<file path="config.mk">
export PLATFORM = sky130hd
export DESIGN_NAME = ex_div_ctrl
export DESIGN_NICKNAME = d
export VERILOG_FILES = /design/src/rtl/ex_div_ctrl_pkg.sv /design/src/rtl/ex_div_ctrl_div_step.sv /design/src/rtl/ex_div_ctrl.sv
export SDC_FILE = /design/constraint.sdc
export NUM_CORES = 1
export LEC_CHECK = 0
export BUFFER_PORTS_ARGS = -buffer_cell sky130_fd_sc_hd__buf_2
export CORE_MARGIN = 5
export CORE_UTILIZATION = 45
export DETAILED_ROUTE_END_ITERATION = 7
export PLACE_DENSITY_LB_ADDON = 0.25
export SYNTH_ARGS = -nofsm -noshare
export SYNTH_HDL_FRONTEND = slang
export SYNTH_HIERARCHICAL = 1
export SYNTH_SLANG_ARGS = --single-unit
</file>
<file path="constraint.sdc">
create_clock -name clk -period 8.66 [get_ports clk]
set_clock_uncertainty 0.15 [all_clocks]
set_input_delay 0.866 -clock clk [delete_from_list [all_inputs] [get_ports clk]]
set_output_delay 0.866 -clock clk [all_outputs]
set_load 0.02 [all_outputs]
</file>
<file path="src/rtl/ex_div_ctrl_pkg.sv">
// Shared encodings and constants for the RV32M divide sequencer.
package ex_div_ctrl_pkg;

    localparam int DIV_XLEN = 32;

    typedef enum logic [1:0] {
        DivOp_DIV  = 2'b00,
        DivOp_DIVU = 2'b01,
        DivOp_REM  = 2'b10,
        DivOp_REMU = 2'b11
    } div_op_e;

    typedef enum logic [1:0] {
        DivIdle  = 2'b00,
        DivCalc  = 2'b01,
        DivFixup = 2'b10,
        DivDone  = 2'b11
    } div_state_e;

    localparam logic [DIV_XLEN-1:0] DivAllOnes = {DIV_XLEN{1'b1}};
    localparam logic [DIV_XLEN-1:0] DivMinNeg  = {1'b1, {(DIV_XLEN-1){1'b0}}};

endpackage

</file>
<file path="src/rtl/ex_div_ctrl_div_step.sv">
// One radix-2 restoring divide iteration: shift {rem, quo} left, trial-subtract, restore on borrow.
module ex_div_ctrl_div_step #(
    parameter int XLEN = 32
) (
    input  logic [XLEN-1:0] rem_i,
    input  logic [XLEN-1:0] quo_i,
    input  logic [XLEN-1:0] dvs_i,
    output logic [XLEN-1:0] rem_o,
    output logic [XLEN-1:0] quo_o
);

    logic [XLEN:0] shifted;
    logic [XLEN:0] trial;

    always_comb begin
        shifted = {rem_i, quo_i[XLEN-1]};
        trial   = shifted - {1'b0, dvs_i};
        // MSB of the XLEN+1-bit trial is the borrow; set means restore.
        if (!trial[XLEN]) begin
            rem_o = trial[XLEN-1:0];
            quo_o = {quo_i[XLEN-2:0], 1'b1};
        end else begin
            rem_o = shifted[XLEN-1:0];
            quo_o = {quo_i[XLEN-2:0], 1'b0};
        end
    end

endmodule

</file>
<file path="src/rtl/ex_div_ctrl.sv">
// Multi-cycle DIV/DIVU/REM/REMU sequencer beside the EX ALU; stalls the pipe while iterating.
module ex_div_ctrl
    import ex_div_ctrl_pkg::*;
#(
    parameter int XLEN  = 32,
    parameter int CNT_W = 6
) (
    input  logic            clk,
    input  logic            rst_n,
    input  logic            start_i,
    input  logic [1:0]      op_i,
    input  logic [XLEN-1:0] dividend_i,
    input  logic [XLEN-1:0] divisor_i,
    input  logic            annul_i,
    output logic            stall_req_o,
    output logic [XLEN-1:0] result_o,
    output logic            done_o,
    output logic            busy_o
);

    div_state_e      state_q, state_d;
    div_op_e         op_q, op_d;
    logic [CNT_W-1:0] cnt_q, cnt_d;
    logic [XLEN-1:0] rem_q, rem_d, quo_q, quo_d, dvs_q, dvs_d;
    logic [XLEN-1:0] result_q, result_d;
    logic            neg_quo_q, neg_quo_d, neg_rem_q, neg_rem_d;
    logic            done_q, done_d;

    logic [XLEN-1:0] step_rem, step_quo;
    logic            is_signed, sgn_a, sgn_b, div_zero, ovf, is_rem;
    logic [XLEN-1:0] mag_a, mag_b, special_res;

    ex_div_ctrl_div_step #(.XLEN(XLEN)) u_div_step (
        .rem_i (rem_q),
        .quo_i (quo_q),
        .dvs_i (dvs_q),
        .rem_o (step_rem),
        .quo_o (step_quo)
    );

    // Operand decode at accept; magnitudes stay unsigned so |MIN| is representable.
    always_comb begin
        is_signed   = ~op_i[0];
        is_rem      = op_i[1];
        sgn_a       = is_signed & dividend_i[XLEN-1];
        sgn_b       = is_signed & divisor_i[XLEN-1];
        mag_a       = sgn_a ? (~dividend_i + 1'b1) : dividend_i;
        mag_b       = sgn_b ? (~divisor_i + 1'b1) : divisor_i;
        div_zero    = (divisor_i == '0);
        ovf         = is_signed && (dividend_i == XLEN'(DivMinNeg)) && (divisor_i == XLEN'(DivAllOnes));
        special_res = '0;
        if (div_zero)
            special_res = is_rem ? dividend_i : XLEN'(DivAllOnes);
        else if (ovf)
            special_res = is_rem ? '0 : XLEN'(DivMinNeg);
    end

    always_comb begin
        state_d   = state_q;
        op_d      = op_q;
        cnt_d     = cnt_q;
        rem_d     = rem_q;
        quo_d     = quo_q;
        dvs_d     = dvs_q;
        neg_quo_d = neg_quo_q;
        neg_rem_d = neg_rem_q;
        result_d  = result_q;
        done_d    = 1'b0;
        if (annul_i) begin
            state_d = DivIdle;
            cnt_d   = '0;
        end else begin
            case (state_q)
                DivIdle: begin
                    if (start_i) begin
                        op_d      = div_op_e'(op_i);
                        neg_quo_d = sgn_a ^ sgn_b;
                        neg_rem_d = sgn_a;
                        rem_d     = '0;
                        quo_d     = mag_a;
                        dvs_d     = mag_b;
                        cnt_d     = '0;
                        if (div_zero || ovf) begin
                            result_d = special_res;
                            done_d   = 1'b1;
                            state_d  = DivDone;
                        end else begin
                            state_d = DivCalc;
                        end
                    end
                end
                DivCalc: begin
                    rem_d = step_rem;
                    quo_d = step_quo;
                    cnt_d = cnt_q + CNT_W'(1);
                    if (cnt_q == CNT_W'(XLEN-1))
                        state_d = DivFixup;
                end
                DivFixup: begin
                    if (op_q == DivOp_REM || op_q == DivOp_REMU)
                        result_d = neg_rem_q ? (~rem_q + 1'b1) : rem_q;
                    else
                        result_d = neg_quo_q ? (~quo_q + 1'b1) : quo_q;
                    done_d  = 1'b1;
                    state_d = DivDone;
                end
                default: state_d = DivIdle;
            endcase
        end
    end

    always_ff @(posedge clk or negedge rst_n) begin
        if (!rst_n) begin
            state_q   <= DivIdle;
            op_q      <= DivOp_DIV;
            cnt_q     <= '0;
            rem_q     <= '0;
            quo_q     <= '0;
            dvs_q     <= '0;
            neg_quo_q <= 1'b0;
            neg_rem_q <= 1'b0;
            result_q  <= '0;
            done_q    <= 1'b0;
        end else begin
            state_q   <= state_d;
            op_q      <= op_d;
            cnt_q     <= cnt_d;
            rem_q     <= rem_d;
            quo_q     <= quo_d;
            dvs_q     <= dvs_d;
            neg_quo_q <= neg_quo_d;
            neg_rem_q <= neg_rem_d;
            result_q  <= result_d;
            done_q    <= done_d;
        end
    end

    // Gated by rst_n so a held start_i cannot raise a stall while in reset.
    assign stall_req_o = rst_n & ~annul_i &
                         (((state_q == DivIdle) & start_i) | (state_q == DivCalc) | (state_q == DivFixup));
    assign result_o    = result_q;
    assign done_o      = done_q;
    assign busy_o      = (state_q != DivIdle);

endmodule

</file>
==> flow_summary.json, run 1 <==
{
  "timing.max_cap.violations": 0,
  "leakagePower_nw": 5.73,
  "critPathCaptureType": "register",
  "swShare": 0.470,
  "groute.usage.overall": 0.219,
  "fp.dieArea_mm2": 0.0304,
  "setup_viol": 0,
  "drtIter0Drc": 1014,
  "syn_area_mm2": 0.0122,
  "highest_achievable_clock_rate_mhz": 223,
  "post_synth_num_cell_types": 88,
  "worst-endpoint-required_ns": 8.82,
  "cellInternalPower_mw": 2.57,
  "grt-ovfl-total": 0,
  "area_growth_pct": 7.03,
  "p_switching_mw": 2.27,
  "port_buffers": 104,
  "postSynthRegisterBits": 140,
  "grt_antenna_before_repair": 0,
  "cts-buffers-inserted": 17,
  "start_util": 0.454,
  "worst_setup_path_start_kind": "input port",
  "power.clock.fraction": 0.147,
  "die_y_um": 174,
  "hold_path_class": "in -> async",
  "gate_count_of_the_mapped_netlist": 1423,
  "post_route_cells_drive_above_1_share": 0.160,
  "crit_arrival_ns": 4.66,
  "remaining_drc_errors": 0,
  "worst_ir_drop_vdd_v": 0.000159,
  "grt_pass1_vias": 10100,
  "synth_enable_flop_cells": 0,
  "grt_start_max_net_pins": 98,
  "nets": 1542,
  "worst-slew-pin-transition_ns": 1.15,
  "ios": 105,
  "power.sequential.fraction": 0.262,
  "pnr_total_power_mw": 4.84,
  "rows": 60,
  "cts_tree": "yes",
  "path_clk_slew_ns": 0.06,
  "rsz0062_at_grt": "no",
  "cts_resized": 0,
  "clock_path_buffers": 2,
  "design.core.area_mm2": 0.0268,
  "holdBufCountCts": 0,
  "yosys_warnings": 6,
  "first_pass_iters": 5,
  "worst_skew_pair.late_latency_ns": 0.43,
  "final.min_clock_period_ns": 4.49,
  "worst_slew_margin_rel": 0.234,
  "detail_routed_net_length_per_standard_cell_um": 18.9,
  "hold_violations": 0,
  "place.gp.congestion": 0.876,
  "routed_via_density": 6.04,
  "setup.worst_path.class": "in -> reg",
  "routed-via-count": 10800,
  "share_comb_of_total_power": 0.591,
  "wire_length_of_the_first_global_routing_pass_um": 54800,
  "timing.critical_path.fanout_max": 32,
  "drtAntennaViolNets": 0,
  "final_cycle_share": 0.519,
  "final_util": 0.486,
  "synth_sequential_area_ratio": 0.288,
  "cts.sink_count": 140,
  "avgSynthCellArea_um2": 8.54,
  "die_w_um": 174,
  "place.detailed.hpwl_um": 24800,
  "n_antenna_cell": 0,
  "power.density_cell_area_mw_per_mm2": 372,
  "synthesis.nets": 1536,
  "layout.cells.most_common_list": "nand2_1, dfrtp_1, o21ai_0, buf_2, xor2_1",
  "cts-root-buf": "clkbuf_16",
  "setup_tns_ns": 0,
  "cts_setup_buffers": 0,
  "leading_cell_type_in_the_layout_fill_and_taps_excluded": "nand2_1",
  "route.final.wire_length_um": 33700,
  "postSynth.topFlopCell": "dfrtp_1",
  "asyncSetResetFlopFracSynth": 1.00,
  "outcome": "finished, final reports clean",
  "finalMaxSlewViolations": 0,
  "cts_max_level": 4
}
## state kept, by name, summed over array words and instances (netlist names)
name       flops
op_q           1
neg_rem_q      1
quo_q         32
dvs_q         32
rem_q         32
cnt_q          6
result_o      32
neg_quo_q      1
done_o         1
state_q        2
## metrics by stage
stage	hold WS, ns	worst slack [ns]	cells	instance area (um2)
detailed placement	0.320	3.80	1751	12500
finish	0.287	4.17	1782	13000
global placement	0.311	3.93	1751	12500
CTS	0.319	4.25	1782	13000
global route	0.347	3.96	1782	13000
floorplan	0.300	5.01	1423	12200
## cell families (layout without fill, tap and decap cells)
family,count (synthesis),count (layout),share of synthesized area
AO/OA/AOI/OAI,417,417,0.234
flip-flops,140,140,0.288
multiplexers,76,76,0.0746
AND/OR/NAND/NOR,446,446,0.194
adder cells (fa/ha/maj),43,43,0.0449
XOR/XNOR,121,121,0.0872
buffers and inverters,180,198,0.0773
## per-layer routing
metal  routed length [um]  track usage  up-vias
met5                    0            0        -
met4                  656       0.0624        0
met3                 2350       0.0409       43
met2                14700        0.333      343
met1                15900        0.319     5145
li1                     -            -     5239
## cell type report
class / count / area [um2]
clock buffer: 19 / 443
clock inverter: 12 / 116
fill: 2595 / 13800
inverter: 54 / 210
multi-input combinational: 1103 / 7720
sequential: 140 / 3500
tap: 341 / 427
timing repair buffer: 113 / 594
## synthesized netlist by cell type, types with 31 or more instances
master / n / area, um2
buf_4: 35 / 263
clkbuf_1: 67 / 251
o21ai_0: 126 / 631
xor2_1: 62 / 543
a22o_1: 45 / 394
nor2_1: 58 / 218
inv_1: 53 / 199
a21oi_1: 53 / 265
dfrtp_1: 140 / 3500
ha_1: 42 / 526
nand2_1: 140 / 526
o31ai_1: 41 / 308
nand2b_1: 31 / 194
xnor2_1: 59 / 517
## worst max-delay path, stage by stage
cell and delay, ns:
buf_2 0.13, nor4_1 0.63, nand4b_1 0.38, or4_1 0.78, o22ai_2 0.69, a21o_2 0.74
mux2_2 0.41
## final timing paths
path	from	end	slack (ns)	depth (start not counted)
setup / recovery	divisor_i[2]	result_o[2]	4.17	7
hold / removal	rst_n	quo_q[28]	0.29	1
setup reg to reg	quo_q[31]	rem_q[9]	4.40	14
hold reg to reg	dvs_q[5]	dvs_q[5]	0.33	2
max in group asynchronous	rst_n	rem_q[5]	6.70	2
min in group clk	dvs_q[5]	dvs_q[5]	0.33	2
## power by group through the flow
stage	logic [mW]	registers [mW]	clock network, mW
5_1_grt	3.16	1.31	0.752
4_1_cts	2.85	1.26	0.720
2_1_floorplan	2.48	1.20	0
6_report	2.86	1.27	0.712
3_5_place_dp	2.84	1.27	0
3_3_place_gp	2.79	1.26	0
Note: power is estimated with default switching activity, not from simulation.
==> inputs of run 2 (changes only) <==
clock period = 4.2 ns   (was 8.66 ns; I/O delays follow)
==> flow_summary.json, run 2 (synthesis results as in run 1) <==
{
  "outcome": "finished, final reports clean",
  "final_cycle_share": 0.940,
  "worst_skew_pair.late_latency_ns": 0.43,
  "setup.worst_path.class": "reg -> reg",
  "first_pass_iters": 5,
  "post_route_cells_drive_above_1_share": 0.173,
  "cellInternalPower_mw": 5.58,
  "timing.max_cap.violations": 0,
  "worst-slew-pin-transition_ns": 1.11,
  "timing.critical_path.fanout_max": 24,
  "route.final.wire_length_um": 34800,
  "worst_slew_margin_rel": 0.261,
  "place.gp.congestion": 0.913,
  "groute.usage.overall": 0.226,
  "die_y_um": 174,
  "layout.cells.most_common_list": "nand2_1, dfrtp_1, o21ai_0, buf_2, xor2_1",
  "cts-buffers-inserted": 17,
  "port_buffers": 104,
  "grt_antenna_before_repair": 0,
  "met2_use_gr": 0.345,
  "swShare": 0.461,
  "path_clk_slew_ns": 0.06,
  "power.sequential.fraction": 0.247,
  "cts_max_level": 4,
  "hold_violations": 0,
  "nets": 1565,
  "worst-endpoint-required_ns": 4.36,
  "rsz0062_at_grt": "no",
  "routed_via_density": 6.02,
  "final-seq-area_mm2": 0.00350,
  "place.detailed.hpwl_um": 26100,
  "drtIter0Drc": 1005,
  "leading_cell_type_in_the_layout_fill_and_taps_excluded": "nand2_1",
  "share_comb_of_total_power": 0.590,
  "setup_viol": 0,
  "dpl-instance-area_mm2": 0.0126,
  "cts_tree": "yes",
  "worst_ir_drop_vdd_v": 0.000362,
  "grt_start_max_net_pins": 51,
  "cts-root-buf": "clkbuf_16",
  "cts_resized": 0,
  "grt_pass1_vias": 10200,
  "clock_path_buffers": 2,
  "grt-ovfl-total": 0,
  "routed-via-count": 10900,
  "detail_routed_net_length_per_standard_cell_um": 19.3,
  "hold_path_class": "in -> reg",
  "final.min_clock_period_ns": 3.95,
  "fillCellCount": 2613,
  "rows": 60,
  "number_of_cells_in_the_design_after_placement": 1773,
  "power.clock.fraction": 0.163,
  "leakagePower_nw": 5.89,
  "design.core.area_mm2": 0.0268,
  "fp.dieArea_mm2": 0.0304,
  "area_growth_pct": 9.18,
  "remaining_drc_errors": 0,
  "wire_length_of_the_first_global_routing_pass_um": 56000,
  "start_util": 0.454,
  "gr-usage-met3": 0.0296,
  "p_switching_mw": 4.76,
  "critPathCaptureType": "register",
  "cts.sink_count": 140,
  "crit_arrival_ns": 4.10,
  "globalRouteMet1Util": 0.332,
  "highest_achievable_clock_rate_mhz": 253,
  "design_area_mm2": 0.0133,
  "n_antenna_cell": 0,
  "power.density_cell_area_mw_per_mm2": 779,
  "worst_setup_path_start_kind": "register",
  "multi_input_comb_area_mm2": 0.00772,
  "finalMaxSlewViolations": 0,
  "global_route.peak_usage_layer": "met2",
  "setup_tns_ns": 0,
  "ios": 105,
  "drtAntennaViolNets": 0,
  "die_w_um": 174,
  "fin_cells": 1806
}
==> run 2: cell count changes in the layout (fill, tap and decap cells not counted), sizes merged <==
cell         previous run  this run
bufinv                  1         5
clkinvlp                2         1
dlygate4sd3             0         1
buf                   113       135
inv                    57        56
clkbuf                 19        18
==> run 2: area by class of cell <==
class / instances / share of cell area
inverters: 54 / 0.0158
flip-flops and latches: 140 / 0.264
well taps: 341 / 0.0321
clock inverters: 14 / 0.0163
clock buffers: 18 / 0.0323
multi-input cells: 1103 / 0.581
repair buffers: 136 / 0.0580
==> run 2: power groups by stage <==
stage               registers, mW  clock network (mW)  logic (mW)
global route                 2.63                1.78        6.68
global placement             2.52                   0        5.94
finish                       2.55                1.69        6.10
detailed placement           2.55                   0        6.02
CTS                          2.53                1.72        6.05
floorplan                    2.47                   0        5.11
==> run 2: final timing paths <==
check | endpoint | slack, ns | startpoint | cells past startpoint
setup / recovery | rem_q[27] | 0.25 | quo_q[31] | 14
hold / removal | state_q[0] | 0.13 | annul_i | 2
setup reg to reg | rem_q[27] | 0.25 | quo_q[31] | 14
hold reg to reg | dvs_q[6] | 0.32 | dvs_q[6] | 2
max in group asynchronous | op_q[1] | 2.54 | rst_n | 3
min in group asynchronous | quo_q[27] | 0.33 | rst_n | 2
==> run 2: routing by layer <==
metal	vias up	wire length, um
li1	5276	-
met1	5179	16400
met2	367	15400
met3	49	2170
met4	0	829
met5	-	0
==> run 2: what timing repair did <==
item	in CTS	in global routing
setup buffers	0	0
endpoints found under the setup margin	0	0
hold buffers	1	0
hold endpoints to repair	40	0
==> run 2: metrics by stage <==
step | setup WS, ns | util | hold slack, ns | power (mW)
after floorplan | 0.551 | - | -0.0256 | 7.58
after global placement | 0.446 | 0.471 | 0.221 | 8.46
after detailed placement | 0.336 | 0.471 | 0.220 | 8.57
after CTS | 0.297 | 0.495 | 0.115 | 10.3
after global routing | 0.123 | 0.495 | 0.151 | 11.1
final | 0.253 | 0.495 | 0.126 | 10.3
==> run 2: worst max-delay path, cell delays in order (launching register included) <==
cell       delay (ns)
dfrtp_1          0.36
inv_1            0.05
ha_1             0.22
fa_1             0.43
and2b_1          0.26
o2111ai_2        0.14
a21oi_2          0.24
o2111ai_1        0.19
a211oi_2         0.36
nor2_4           0.11
mux2i_4          0.34
and2_4           0.32
inv_8            0.12
mux2_4           0.31
a22o_1           0.21
